==> config.mk <==
export PLATFORM = sky130hd
export DESIGN_NAME = tlc_phase_sequencer
export DESIGN_NICKNAME = d
export VERILOG_FILES = /design/src/rtl/tlc_pkg.sv /design/src/rtl/tlc_next_phase.sv /design/src/rtl/tlc_phase_sequencer.sv
export SDC_FILE = /design/constraint.sdc
export NUM_CORES = 1
export LEC_CHECK = 0
export ABC_AREA = 1
export CELL_PAD_IN_SITES_DETAIL_PLACEMENT = 1
export CELL_PAD_IN_SITES_GLOBAL_PLACEMENT = 1
export CORE_ASPECT_RATIO = 0.75
export CORE_MARGIN = 8
export CORE_UTILIZATION = 31
export CTS_BUF_LIST = sky130_fd_sc_hd__clkbuf_4 sky130_fd_sc_hd__clkbuf_8
export DETAILED_ROUTE_END_ITERATION = 8
export PLACE_DENSITY_LB_ADDON = 0.1
export SLEW_MARGIN = 20
export SYNTH_ARGS = -nofsm -noshare
export SYNTH_HDL_FRONTEND = slang
export SYNTH_SLANG_ARGS = --single-unit
==> constraint.sdc <==
create_clock -name clk -period 2.19 [get_ports clk]
set_input_delay 0.438 -clock clk [delete_from_list [all_inputs] [get_ports clk]]
set_output_delay 0.438 -clock clk [all_outputs]
set_load 0.01 [all_outputs]
==> src/rtl/tlc_pkg.sv <==
// Light codes, FSM state type and table-field helper shared by the phase sequencer.
package tlc_pkg;

  localparam logic [1:0] LT_GREEN  = 2'd0;
  localparam logic [1:0] LT_YELLOW = 2'd1;
  localparam logic [1:0] LT_RED    = 2'd2;

  // Widest per-phase table bus the helper accepts (16 phases x 32 bits).
  localparam int MAX_BUS_W = 512;

  typedef enum logic [1:0] {
    GREEN,
    YELLOW,
    ALLRED
  } tlc_state_t;

  function automatic logic [31:0] green_field(input logic [MAX_BUS_W-1:0] bus,
                                              input int idx,
                                              input int width);
    logic [31:0] mask;
    mask = (width >= 32) ? '1 : ((32'd1 << width) - 32'd1);
    return 32'(bus >> (idx * width)) & mask;
  endfunction

endpackage

==> src/rtl/tlc_next_phase.sv <==
// Round-robin demand picker: first phase after i_current with demand (wrapping to
// i_current itself), or plain i_current+1 when skipping is off or nothing is requested.
module tlc_next_phase #(
  parameter int NUM_PHASES = 3,
  parameter int PH_W       = 2
) (
  input  logic [PH_W-1:0]       i_current,
  input  logic [NUM_PHASES-1:0] i_demand,
  input  logic                  i_skip_en,
  output logic [PH_W-1:0]       o_next
);

  localparam int CW = PH_W + 1;

  logic [CW-1:0] w_cand;
  logic          w_found;

  always_comb begin
    w_found = 1'b0;
    w_cand  = '0;
    o_next  = (int'(i_current) + 1 >= NUM_PHASES) ? '0 : i_current + PH_W'(1);
    if (i_skip_en) begin
      for (int k = 1; k <= NUM_PHASES; k++) begin
        w_cand = {1'b0, i_current} + CW'(k);
        if (int'(w_cand) >= NUM_PHASES) begin
          w_cand = w_cand - CW'(NUM_PHASES);
        end
        if (!w_found && |(i_demand & (NUM_PHASES'(1) << w_cand))) begin
          o_next  = w_cand[PH_W-1:0];
          w_found = 1'b1;
        end
      end
    end
  end

endmodule

==> src/rtl/tlc_phase_sequencer.sv <==
// N-phase traffic-light sequencer: each served phase runs GREEN, YELLOW, ALLRED with a
// per-phase green length from the peak/off-peak tables; all outputs registered.
module tlc_phase_sequencer
  import tlc_pkg::*;
#(
  parameter int NUM_PHASES = 3,
  parameter int TIMER_W    = 8,
  parameter int YELLOW_T   = 4,
  parameter int ALLRED_T   = 4,
  parameter int PH_W       = 2
) (
  input  logic                          clk,
  input  logic                          reset,
  input  logic                          peak,
  input  logic [NUM_PHASES*TIMER_W-1:0] green_peak,
  input  logic [NUM_PHASES*TIMER_W-1:0] green_off,
  input  logic [NUM_PHASES-1:0]         demand,
  input  logic                          skip_en,
  output logic [2*NUM_PHASES-1:0]       light,
  output logic [PH_W-1:0]               active_phase,
  output logic                          cycle_done
);

  if (NUM_PHASES < 2 || NUM_PHASES > 16 || (2 ** PH_W) < NUM_PHASES) begin : g_bad_phases
    $error("tlc_phase_sequencer: NUM_PHASES must be 2..16 and fit in PH_W");
  end
  if (TIMER_W < 1 || TIMER_W > 30 || NUM_PHASES * TIMER_W > MAX_BUS_W) begin : g_bad_timer
    $error("tlc_phase_sequencer: TIMER_W out of range");
  end
  if (YELLOW_T < 1 || YELLOW_T >= (2 ** TIMER_W) ||
      ALLRED_T < 1 || ALLRED_T >= (2 ** TIMER_W)) begin : g_bad_durations
    $error("tlc_phase_sequencer: YELLOW_T/ALLRED_T must be >=1 and fit in TIMER_W");
  end

  localparam logic [TIMER_W-1:0] YEL_LAST = TIMER_W'(YELLOW_T - 1);
  localparam logic [TIMER_W-1:0] AR_LAST  = TIMER_W'(ALLRED_T - 1);

  tlc_state_t                    r_state;
  logic [TIMER_W-1:0]            r_timer;
  logic [TIMER_W-1:0]            r_glen;
  logic [PH_W-1:0]               r_phase;
  logic [2*NUM_PHASES-1:0]       r_light;
  logic                          r_done;

  logic [PH_W-1:0]               w_next;
  logic [PH_W-1:0]               w_load_idx;
  logic [NUM_PHASES*TIMER_W-1:0] w_green_bus;
  logic [TIMER_W-1:0]            w_field;
  logic [TIMER_W-1:0]            w_glen;

  tlc_next_phase #(
    .NUM_PHASES (NUM_PHASES),
    .PH_W       (PH_W)
  ) u_next_phase (
    .i_current (r_phase),
    .i_demand  (demand),
    .i_skip_en (skip_en),
    .o_next    (w_next)
  );

  // Mode and table are only looked at where a green begins (reset or last ALLRED
  // cycle); the resolved length then lives in r_glen, which acts as the mode latch.
  assign w_load_idx  = reset ? w_next : '0;
  assign w_green_bus = peak ? green_peak : green_off;
  assign w_field     = TIMER_W'(green_field(MAX_BUS_W'(w_green_bus), int'(w_load_idx), TIMER_W));
  assign w_glen      = (w_field == '0) ? TIMER_W'(1) : w_field;

  function automatic logic [2*NUM_PHASES-1:0] f_lights(input logic [PH_W-1:0] idx,
                                                       input logic [1:0]      code);
    logic [2*NUM_PHASES-1:0] v;
    v = '0;
    for (int p = 0; p < NUM_PHASES; p++) begin
      v[2*p +: 2] = (PH_W'(p) == idx) ? code : LT_RED;
    end
    return v;
  endfunction

  always_ff @(posedge clk) begin
    if (!reset) begin
      r_state <= GREEN;
      r_timer <= '0;
      r_phase <= '0;
      r_glen  <= w_glen;
      r_light <= f_lights('0, LT_GREEN);
      r_done  <= 1'b0;
    end else begin
      r_done <= 1'b0;
      case (r_state)
        GREEN: begin
          if (r_timer == r_glen - TIMER_W'(1)) begin
            r_state <= YELLOW;
            r_timer <= '0;
            r_light <= f_lights(r_phase, LT_YELLOW);
          end else begin
            r_timer <= r_timer + TIMER_W'(1);
          end
        end
        YELLOW: begin
          if (r_timer == YEL_LAST) begin
            r_state <= ALLRED;
            r_timer <= '0;
            r_light <= f_lights(r_phase, LT_RED);
          end else begin
            r_timer <= r_timer + TIMER_W'(1);
          end
        end
        ALLRED: begin
          if (r_timer == AR_LAST) begin
            r_state <= GREEN;
            r_timer <= '0;
            r_phase <= w_next;
            r_glen  <= w_glen;
            r_light <= f_lights(w_next, LT_GREEN);
            r_done  <= 1'b1;
          end else begin
            r_timer <= r_timer + TIMER_W'(1);
          end
        end
        default: begin
          r_state <= ALLRED;
          r_timer <= '0;
          r_light <= f_lights(r_phase, LT_RED);
        end
      endcase
    end
  end

  assign light        = r_light;
  assign active_phase = r_phase;
  assign cycle_done   = r_done;

endmodule

==> flow_summary_export.csv, run 1 <==
group,metric,value,unit
run,cap_viol_max_count,0,
outcome,status,"complete, but fails checks",
synthesis,syn_nets,363,
critical_path,worstPathArrival,2.28,ns
final_layout,multi_input_area,1520,sq um
synthesis,ys_ff_latch,27,
grt,grt_pass1_wl,11000,um
critical_path,max_stage_delay,0.38,ns
routing,post-route-drc-count,0,
routing,drt.antenna.violating_nets,0,
routing,first_pass_iters,6,
synthesis,synthTopCellsByArea,"dfxtp_1 (18%), nand2_1 (13%), edfxtp_1 (11%)",
synthesis,synth-simple-area-share,0.379,
floorplanning,io_pins,64,
routing,routed_wl,6550,um
synthesis,syn-cell-area,2160,sq um
critical_path,cp_cell_sequence,"inv_2 > ha_4 > inv_2 > nand2_2 > inv_2 > nor2_8 > nand2_2 > nand2_1 > nand3_2 > nand3_4 > nand3_4 > nor2_8 > nand2_2 > nand2_1 > nor2_1 > nand2_1 > o21ai_2",
worst_hold_path,hold_path.class,"reg -> reg",
synthesis,yosysTopAreaCell,"dfxtp_1",
sta,fin_crit_sh,1.03,
floorplanning,die_h,88.3,um
sta,holdWs,0.469,ns
clock_network,insertion_delay,0.27,ns
sta,fmax,0.445,GHz
final_layout,seqCellArea,628,sq um
placed_design,io_buffers,63,
routing,via_count,2199,
final_layout,fillers,850,
outcome,failed_checks,"negative setup slack",
critical_path,crit_path_start_kind,"flop",
synthesis,synth_commonest_cells,"nand2_1 (74), nor2_1 (28), inv_1 (24), nand3_1 (23), dfxtp_1 (19)",
routing,drtIter0Drc,68,
critical_path,crit_family,"simple AND/OR/NAND/NOR gates",
grt,grt_start_max_net_pins,26,
sta,skew,0.00322,ns
floorplanning,die-area,9930,sq um
sta,period_needed,2.24,ns
sta,rsz0062_at_grt,"yes",
synthesis,synth_compound_area_frac,0.0567,
synthesis,synthAdderAreaFrac,0.0694,
critical_path,worst-path-max-fanout,7,
sta,finalWorstSetupSlack,-0.0549,ns
clock_network,cts_sinks,27,
critical_path,crit_required,2.23,ns
power_and_ir_drop,power.leakage,0.00145,uW
clock_network,cts.path.max_buffers,2,
routing,viasPerCell,4.67,
grt,grt_pass1_vias,2416,
synthesis,ys_async_sr_fraction,0,
critical_path,cpMaxStageDelayCell,"dfxtp_4",
final_layout,layout.nets,455,
power_and_ir_drop,power_per_cell_area,519,nW/um^2
final_layout,n_antenna_cell,0,
grt,track_usage,0.133,
synthesis,seq_area_frac_synth,0.287,
final_layout,layout-drive-gt1-share,0.222,
synthesis,synth_edf_count,8,
synthesis,synthCells,296,
floorplanning,fp.dieW,112,um
sta,hold_viol_final,0,
grt,overflow,0,
placed_design,place_congestion,0.742,
synthesis,syn_area_per_cell,7.30,sq um
sta,relSlewSlack,0.719,
sta,slew_viol_final,0,
clock_network,tritoncts,"built",
routing,avgRoutedWirePerCell,13.9,um
placed_design,dp_hpwl,5490,um
power_and_ir_drop,vdd_ir_drop_max,0.000242,V
grt,antenna_found_initial,0,
floorplanning,core_area,6800,sq um
synthesis,synth_top_family_by_area,"simple AND/OR/NAND/NOR gates",
critical_path,cp.buffers_inverters,3,
critical_path,cp-end-kind,"flop",
floorplanning,start_util,0.318,
synthesis,synth_xor_area_frac,0.0770,
clock_network,path_clk_slew,0.09,ns
synthesis,synthMuxAreaShare,0.0648,
sta,worst_pin_slew,0.417,ns
synthesis,synth_top_area_frac,0.176,
critical_path,r2r_slack,-0.05,ns
final_layout,syn2layout_area_growth,53.4,%
synthesis,synth_warnings,0,
synthesis,synth_ff_type,"dfxtp_1",
critical_path,path_class,"reg -> reg",
placed_design,dp_slack,-0.377,ns
clock_network,cts-root-buf,"clkbuf_8",
clock_network,cts_buffers,3,
synthesis,yosys.cell_types.count,33,
synthesis,yosysMostFrequentCell,"nand2_1",
floorplanning,std_cell_rows,26,
sta,finalSetupViolations,1,
clock_network,cts_htree_levels,1,
## worst paths after layout
kind | start | cells after the start | to
min reg2reg | light[4] | 2 | light[4]
min | light[4] | 2 | light[4]
max | active_phase[1] | 17 | r_glen[0]
max reg2reg | active_phase[1] | 17 | r_glen[0]
## registers in the layout, summed over array words and instances (netlist names)
signal	cells
light	6
r_timer	8
r_glen	8
r_state	2
cycle_done	1
active_phase	2
## routing by layer
metal,GRT usage,wire [um],up-vias
met5,0,0,-
met4,0.0195,45,0
met3,0.0307,279,6
met2,0.250,3220,39
met1,0.154,3010,1007
li1,-,-,1147
## power by group
group | switching, uW | internal (uW) | total (uW)
sequential | 47.4 | 579 | 627
combinational | 402 | 392 | 794
clock | 157 | 143 | 299
total | 606 | 1110 | 1720
## worst min-delay path, cell delays in order, from the launching register on
cell and delay, ns:
dfxtp_1 0.32, nand2_1 0.06, a21oi_1 0.05
## kinds of logic (layout without fill, tap and decap cells)
logic type,count (synthesis),count (layout)
fa+ha+maj,12,12
flops,27,27
buf+inv,37,128
xor+xnor,19,19
simple gates,165,165
mux,14,14
compound gates,22,22
## cells in the final DEF (no fill, tap or decap), types with 7 or more instances in the layout
master | Yosys | routed
buf_4 | 0 | 25
clkdlybuf4s50_1 | 0 | 63
dfxtp_1 | 19 | 17
edfxtp_1 | 8 | 8
ha_1 | 12 | 9
inv_1 | 24 | 22
mux2i_1 | 14 | 14
nand2_1 | 74 | 66
nand2_2 | 9 | 16
nand3_1 | 23 | 19
nand4_1 | 10 | 10
nor2_1 | 28 | 26
o21ai_0 | 11 | 7
xor2_1 | 13 | 12
## area by class of cell
type / instances / area share
Timing Repair Buffer: 92 / 0.266
Tap cell: 84 / 0.0317
Clock buffer: 4 / 0.0147
Sequential cell: 27 / 0.189
Inverter: 32 / 0.0400
Multi-Input combinational cell: 232 / 0.458
## metrics by stage
| step | cell area [sq um] | total power, uW | util | std cells | setup TNS (ns) |
|---|---|---|---|---|---|
| CTS | 3140 | 1640 | 0.462 | 464 | -0.0526 |
| global placement | 3070 | 1320 | 0.451 | 460 | -1.74 |
| floorplan | 2180 | 1040 | - | 296 | 0 |
| global route | 3320 | 1840 | 0.488 | 471 | -0.720 |
| detailed placement | 3070 | 1340 | 0.451 | 460 | -2.50 |
| finish | 3320 | 1720 | 0.488 | 471 | -0.0549 |
## what timing repair did
item                       in CTS  in global routing
setup endpoints to repair       9                 23
buffers inserted                0                  7
hold buffers                    0                  0
resized for setup               6                 32
pin swaps                       0                 21
(Power assumes the default switching activity.)
==> run 2, diff against run 1 <==
CORE_UTILIZATION = 35   (was 31)
TNS_END_PERCENT = 20   (was default)
clock period = 2.35 ns   (was 2.19 ns; I/O delays follow)
==> flow_summary_export.csv, run 2 (synthesis gave the netlist of run 1 again) <==
group,metric,value,unit
clock_network,cts.path.max_buffers,2,
placed_design,dp_hpwl,5510,um
final_layout,layout.nets,454,
grt,grt_start_max_net_pins,26,
floorplanning,start_util,0.367,
critical_path,rr_worst_depth,13,
clock_network,tritoncts,"built",
clock_network,cts_htree_levels,1,
floorplanning,std_cell_rows,24,
sta,period_needed,2.37,ns
power_and_ir_drop,vdd_ir_drop_max,0.000204,V
clock_network,cts-root-buf,"clkbuf_8",
outcome,failed_checks,"negative setup slack",
routing,post-route-drc-count,0,
grt,overflow,0,
outcome,status,"complete, but fails checks",
critical_path,startpoint,"active_phase[1]",
critical_path,r2r_slack,-0.02,ns
critical_path,reg2reg_to,"r_glen[0]",
clock_network,cts_sinks,27,
sta,holdWs,0.472,ns
critical_path,worst-path-max-fanout,7,
floorplanning,fp.dieW,107,um
sta,fmax,0.423,GHz
grt,track_usage,0.152,
critical_path,worstReg2RegStart,"active_phase[1]",
sta,worst_pin_slew,0.418,ns
worst_hold_path,hold_path.class,"reg -> reg",
final_layout,n_antenna_cell,0,
routing,drt.antenna.violating_nets,0,
grt,grt_use_met2,0.248,
floorplanning,die-area,8970,sq um
final_layout,final_common_cell,"clkdlybuf4s50_1",
grt,gr-max-usage-layer,"met2",
worst_hold_path,holdPathStages,2,
power_and_ir_drop,power.leakage,0.00151,uW
routing,viasPerCell,4.85,
routing,routed_wl,7090,um
floorplanning,core_area,5890,sq um
routing,drtIter0Drc,27,
clock_network,insertion_delay,0.27,ns
power_and_ir_drop,power_per_cell_area,470,nW/um^2
grt,met3_usage,0.0370,
floorplanning,io_pins,64,
critical_path,crit_path_start_kind,"flop",
grt,grt_pass1_vias,2502,
sta,skew,0.00618,ns
power_and_ir_drop,p_total,1580,uW
routing,avgRoutedWirePerCell,15.3,um
final_layout,layout-drive-gt1-share,0.249,
grt,met1_usage,0.193,
grt,grt_pass1_wl,11600,um
placed_design,place_congestion,0.823,
critical_path,path_class,"reg -> reg",
grt,antenna_found_initial,0,
critical_path,cp-end-kind,"flop",
worst_hold_path,whs_endpoint,"light[0]",
placed_design,io_buffers,63,
final_layout,fillers,728,
sta,finalWorstSetupSlack,-0.0157,ns
run,cap_viol_max_count,0,
final_layout,mostFrequentLayoutCells,"clkdlybuf4s50_1 (60), nand2_1 (58), nor2_1 (25), inv_1 (22), buf_4 (21)",
critical_path,worstPathArrival,2.40,ns
clock_network,path_clk_slew,0.10,ns
sta,relSlewSlack,0.719,
sta,hold_viol_final,0,
routing,first_pass_iters,4,
sta,slew_viol_final,0,
sta,finalSetupViolations,1,
final_layout,syn2layout_area_growth,55.6,%
worst_hold_path,min_from,"light[0]",
clock_network,cts_buffers,3,
sta,fin_crit_sh,1.01,
floorplanning,die_h,84.1,um
routing,via_count,2250,
placed_design,dp_slack,-0.272,ns
critical_path,crit_required,2.39,ns
-- run 2: per-layer routing --
metal | vias up | share of wire
li1 | 1148 | -
met1 | 1045 | 0.46
met2 | 51 | 0.47
met3 | 6 | 0.053
met4 | 0 | 0.012
met5 | - | 0
-- run 2: how the worst max path moves through the flow --
stage | end | slack (ns) | cells after the start
2_1_floorplan | r_glen[0] | 0.04 | 18
3_3_place_gp | r_glen[0] | -0.19 | 15
3_5_place_dp | r_glen[0] | -0.27 | 15
4_1_cts | r_glen[0] | 0.04 | 17
5_1_grt | r_glen[0] | -0.18 | 12
6_report | r_glen[0] | -0.02 | 13
-- run 2: layout make-up --
| cell class | instances | area (sq um) | area share |
|---|---|---|---|
| multi-input combinational | 232 | 1570 | 0.468 |
| timing repair buffer | 91 | 883 | 0.263 |
| clock buffer | 4 | 48.8 | 0.0145 |
| sequential | 27 | 626 | 0.186 |
| tap | 78 | 97.6 | 0.0290 |
| inverter | 32 | 135 | 0.0402 |
-- run 2: report_power, final --
part | switching (uW) | total, uW | leakage (uW) | internal (uW)
registers | 49.3 | 590 | 0.000234 | 541
logic | 377 | 710 | 0.00125 | 333
clock network | 148 | 281 | 0.0000262 | 133
total | 575 | 1580 | 0.00151 | 1010
-- run 2: repair_timing --
action,in CTS,in global routing
gates resized for setup,5,55
endpoints found under the setup margin,1,10
hold buffers,0,0
gates cloned,0,0
buffers inserted,2,9
pin swaps,1,21
-- run 2: stage by stage --
| step | area [sq um] | TNS, ns | instances | util |
|---|---|---|---|---|
| 2_1_floorplan | 2160 | 0 | 296 | - |
| 3_3_place_gp | 3010 | -0.468 | 449 | 0.512 |
| 3_5_place_dp | 3010 | -1.30 | 449 | 0.512 |
| 4_1_cts | 3090 | 0 | 455 | 0.526 |
| 5_1_grt | 3360 | -0.204 | 464 | 0.571 |
| 6_report | 3360 | -0.0157 | 464 | 0.571 |
-- run 2: critical path, cell delays in order, from the launching register on --
cell and delay (ns):
dfxtp_4 0.38, inv_4 0.05, ha_4 0.28, buf_4 0.13, xor2_1 0.22, nand4_1 0.20
nand3_4 0.12, nand3_4 0.14, nor2_8 0.23, nand2_2 0.10, nand2_2 0.09, nor2_2 0.05
nand2_1 0.07, o21ai_2 0.05
==> patch 1: new RTL, config.mk and constraints of run 2 <==
Change the parameter `TIMER_W` from 8 to 7.
--- a/src/rtl/tlc_phase_sequencer.sv
+++ b/src/rtl/tlc_phase_sequencer.sv
@@ -4,7 +4,7 @@
   import tlc_pkg::*;
 #(
   parameter int NUM_PHASES = 3,
-  parameter int TIMER_W    = 8,
+  parameter int TIMER_W    = 7,
   parameter int YELLOW_T   = 4,
   parameter int ALLRED_T   = 4,
   parameter int PH_W       = 2
Interface: changed (resized green_off and green_peak); port bits go from 64 to 58. The function was not compared with the original's and may differ.
==> patch 1 against run 2 <==
Combinational power down 11%; via count down 7.2%; utilization down 2.7 points; total power down 8.5%; area after synthesis down 8.9%; worst setup slack better by 89 ps; hold slack worse by 2.2 ps; routed wire length down 11%; global-route usage up 0.45 points; sequential cell count down 2; sequential power down 7.5%; critical path depth up 4; cell area down 13%; final cell count down 6.3%; critical endpoint unchanged; largest power group unchanged.
==> patch 1: results (changes against run 2) <==
* GRT Total Usage at 15.7% (was 15.2%)
* Leakage at 1.31 nW (was 1.51 nW)
* Relative slew margins at 72.2% (was 71.9%)
* DR WL met3 at 360 microns (was 379 microns)
* Status: finished, final reports clean (was finished, violations left)
* Initial DRC count at 52 (was 27)
* Metal2 WL at 2920 microns (was 3370 microns)
* Global routing usage on met1 at 20.2% (was 19.3%)
* Met3 usage at 4.01% (was 3.70%)
* Mux share of post-synthesis cell area at 6.61% (was 6.48%)
* Post-synth top cells: nand2_1, nor2_1, inv_1, nand3_1, dfxtp_1 (unchanged)
* Global-route wire length before repair at 10600 microns (was 11600 microns)
* GP Congestion at 0.760 (was 0.823)
* Clk power at 0.272 mW (was 0.281 mW)
* Post-synthesis area per instance at 7.01 sq um (was 7.30 sq um)
* Pre-CTS setup slack at -282 ps (was -272 ps)
* Finished Layout Cells at 435 (was 464)
* CP arrival at 2310 ps (was 2400 ps)
* Dpl cell area at 2750 sq um (was 3010 sq um)
* Layout cells sized above 1 at 18.1% (was 24.9%)
* IR drop worst, VDD at 0.205 mV (was 0.204 mV)
* Routing usage on met2 at 25.4% (was 24.8%)
* Synth cell types at 31 (was 33)
* Logic pwr share at 43.4% (was 44.9%)
* Metal-1 WL at 2940 microns (was 3260 microns)
[patch 1: worst paths after layout]
check	start	endpoint	slack, ps	depth (start not counted)
max	active_phase[1]	r_glen[0]	70	17
min	light[0]	light[0]	470	2
max reg2reg	active_phase[1]	r_glen[0]	70	17
min reg2reg	light[0]	light[0]	470	2
[patch 1: worst reg2reg max path, cell delays in order, from the launching register on]
cell and delay (ps):
dfxtp_4 390, inv_4 50, ha_4 280, inv_2 40, nand2_2 60, inv_2 50
nor2_4 170, nand2_2 70, nand2_1 80, nand3_2 70, nand3_2 90, nand2_4 60
nor2_4 240, nand3_2 120, nand2_2 90, nor2_2 30, nand3_1 70, nand2_1 60
[patch 1: final cells by class]
cell class / instances / area [sq um]
Clock buffer: 4 / 48.8
Fill cell: 700 / 2450
Inverter: 26 / 100
Multi-Input combinational cell: 227 / 1370
Sequential cell: 25 / 574
Tap cell: 75 / 93.8
Timing Repair Buffer: 78 / 741
==> patch 2: new RTL, config.mk and constraints of run 2 <==
Made on the original files. Encoding of `tlc_state_t`: now one-hot (3 bits for 3 states).
--- a/src/rtl/tlc_pkg.sv
+++ b/src/rtl/tlc_pkg.sv
@@ -8,10 +8,10 @@
   // Widest per-phase table bus the helper accepts (16 phases x 32 bits).
   localparam int MAX_BUS_W = 512;
 
-  typedef enum logic [1:0] {
-    GREEN,
-    YELLOW,
-    ALLRED
+  typedef enum logic [2:0] {
+    GREEN  = 3'b001,
+    YELLOW = 3'b010,
+    ALLRED = 3'b100
   } tlc_state_t;
 
   function automatic logic [31:0] green_field(input logic [MAX_BUS_W-1:0] bus,
Formal check against the unedited RTL: no difference found for any inputs over 10 cycles, from zero or initial values and one cycle with reset low; not proved beyond that.
==> patch 2 against run 2 <==
Worst setup slack better by 120 ps; cell area decreased by 5.4%; sequential power rose by 9.7%; area after synthesis shrank 1.7%; total power is 16% higher; sequential cell count increased by 1; routed wire length shrank 5.0%; clock power rose by 38%; largest power group unchanged.
==> patch 2: results (changes against run 2) <==
* Met3 usage at 5.25% (was 3.70%)
* Mapped Nets at 365 (was 363)
* Sequential area share after synthesis at 30.2% (was 28.7%)
* GP Congestion at 0.851 (was 0.823)
* Min-delay src: light[2] (was light[0])
* Layout cells sized above 1 at 18.8% (was 24.9%)
* Synth async-reset ratio at 0% (unchanged)
* FF-to-FF Start: active_phase[1] (unchanged)
* Synth area leaders: dfxtp_1, nand2_1, edfxtp_1 (unchanged)
* Hold path endpoint: light[2] (was light[0])
* WL/cell at 14.6 microns (was 15.3 microns)
* Largest net degree at the start of global routing at 26 (unchanged)
* Root buf cell: clkbuf_8 (unchanged)
* Synth cell types at 37 (was 33)
* Hold path depth at 2 (unchanged)
* R2R Setup Slk at 100 ps (was -20 ps)
* Finished Layout Cells at 461 (was 464)
* GRT Total Usage at 14.9% (was 15.2%)
* Initial antenna violation count at 0 (unchanged)
* Global-route wire length before repair at 11200 microns (was 11600 microns)
* CTS clk-pin slew, worst paths at 100 ps (about the same)
* Post-synth top cells: nand2_1, inv_1, nor2_1, dfxtp_1, nand3_1 (was nand2_1, nor2_1, inv_1, nand3_1, dfxtp_1)
* CTS Buf Count at 3 (unchanged)
* Global routing usage on met1 at 18.8% (was 19.3%)
* Relative slew margins at 64.1% (was 71.9%)
* Vias in the first global route at 2454 (was 2502)
* Placed cell count at 453 (was 449)
* DPL Wire Length at 5630 microns (was 5510 microns)
* Synth Instances at 302 (was 296)
* Leakage at 1.42 nW (was 1.51 nW)
* Fillers at 750 (was 728)
* Setup Skew at 6.78 ps (was 6.18 ps)
* Status: finished, final reports clean (was finished, violations left)
* CP arrival at 2390 ps
* R2R cell count at 16 (was 13)
* Vias at 2233 (was 2250)
* Routing usage on met2 at 23.9% (was 24.8%)
* Initial DRC count at 63 (was 27)
* Maximum fanout along the worst path at 5 (was 7)
* Final hold slack at 461 ps (was 472 ps)
* Skew-Pair Late Insertion Delay at roughly 280 ps
* IO buf count at 63 (unchanged)
* Dpl cell area at 2970 sq um (was 3010 sq um)
* Reg-to-reg endpoint: r_glen[0] (unchanged)
* IR drop worst, VDD at 0.330 mV (was 0.204 mV)
patch 2: critical path: stages (launching register included):
cell,delay (ps)
dfxtp_4,370
buf_4,140
ha_2,200
nand2_1,90
nand2_1,90
nor2_4,130
nand3_4,110
nor2_4,90
nor2_2,50
nand2_4,100
buf_4,140
nand4_1,80
nand3_1,120
nand2_1,80
nor2_1,120
nand2_1,70
o21ai_1,120
patch 2: stage by stage:
stage | utilization [%] | worst slack (ps) | TNS, ps
final | 54.6 | 103 | 0
after global routing | 54.6 | -39.5 | -39.5
after CTS | 52.5 | 19.9 | 0
after detailed placement | 51.0 | -211 | -603
after global placement | 51.0 | -152 | -303
after floorplan | - | 70.0 | 0
patch 2: worst max path at each step:
stage               startpoint         to  cells past startpoint
3_3_place_gp         demand[2]  r_glen[0]                     16
5_1_grt        active_phase[1]  r_glen[0]                     17
3_5_place_dp         demand[2]  r_glen[0]                     16
2_1_floorplan  active_phase[0]  r_glen[0]                     18
4_1_cts        active_phase[1]  r_glen[0]                     16
6_report       active_phase[1]  r_glen[0]                     16
patch 2: cells by family (layout without fill, tap and decap cells):
group | Yosys count | in the layout | share of synthesized area [%]
xor gates and xnor gates | 13 | 13 | 6.01
buffers and inverters | 39 | 120 | 7.07
AOI/OAI and AO/OA | 22 | 22 | 5.65
DFF | 28 | 28 | 30.2
and+or+nand+nor | 178 | 178 | 39.8
muxes | 14 | 14 | 6.60
adders and majority gates | 8 | 8 | 4.71
patch 2: repair_timing:
action                                  CTS  global route
resized for setup                         2            30
cloned                                    0             0
pin swaps                                 0             9
endpoints found under the setup margin    1            19
hold buffers                              0             0
buffers inserted                          0             4
patch 2: cell type report:
class	count	area, sq um	share of cell area (%)
Clock inverter	1	30.0	0.944
Tap cell	78	97.6	3.07
Clock buffer	3	41.3	1.30
Multi-Input combinational cell	235	1440	45.1
Inverter	34	133	4.17
Timing Repair Buffer	82	798	25.1
Sequential cell	28	646	20.3
patch 2: routing by layer:
| layer | vias up | routed length (microns) | share of wire [%] |
|---|---|---|---|
| met5 | - | 0 | 0 |
| met4 | 0 | 48 | 0.71 |
| met3 | 4 | 507 | 7.5 |
| met2 | 61 | 3050 | 45 |
| met1 | 1014 | 3130 | 46 |
| li1 | 1154 | - | - |
patch 2: power by group:
group          total (mW)  internal [mW]  leakage [nW]  switching [mW]
clock               0.389          0.228        0.0357           0.161
combinational       0.797          0.358          1.14           0.440
sequential          0.647          0.583         0.243          0.0638
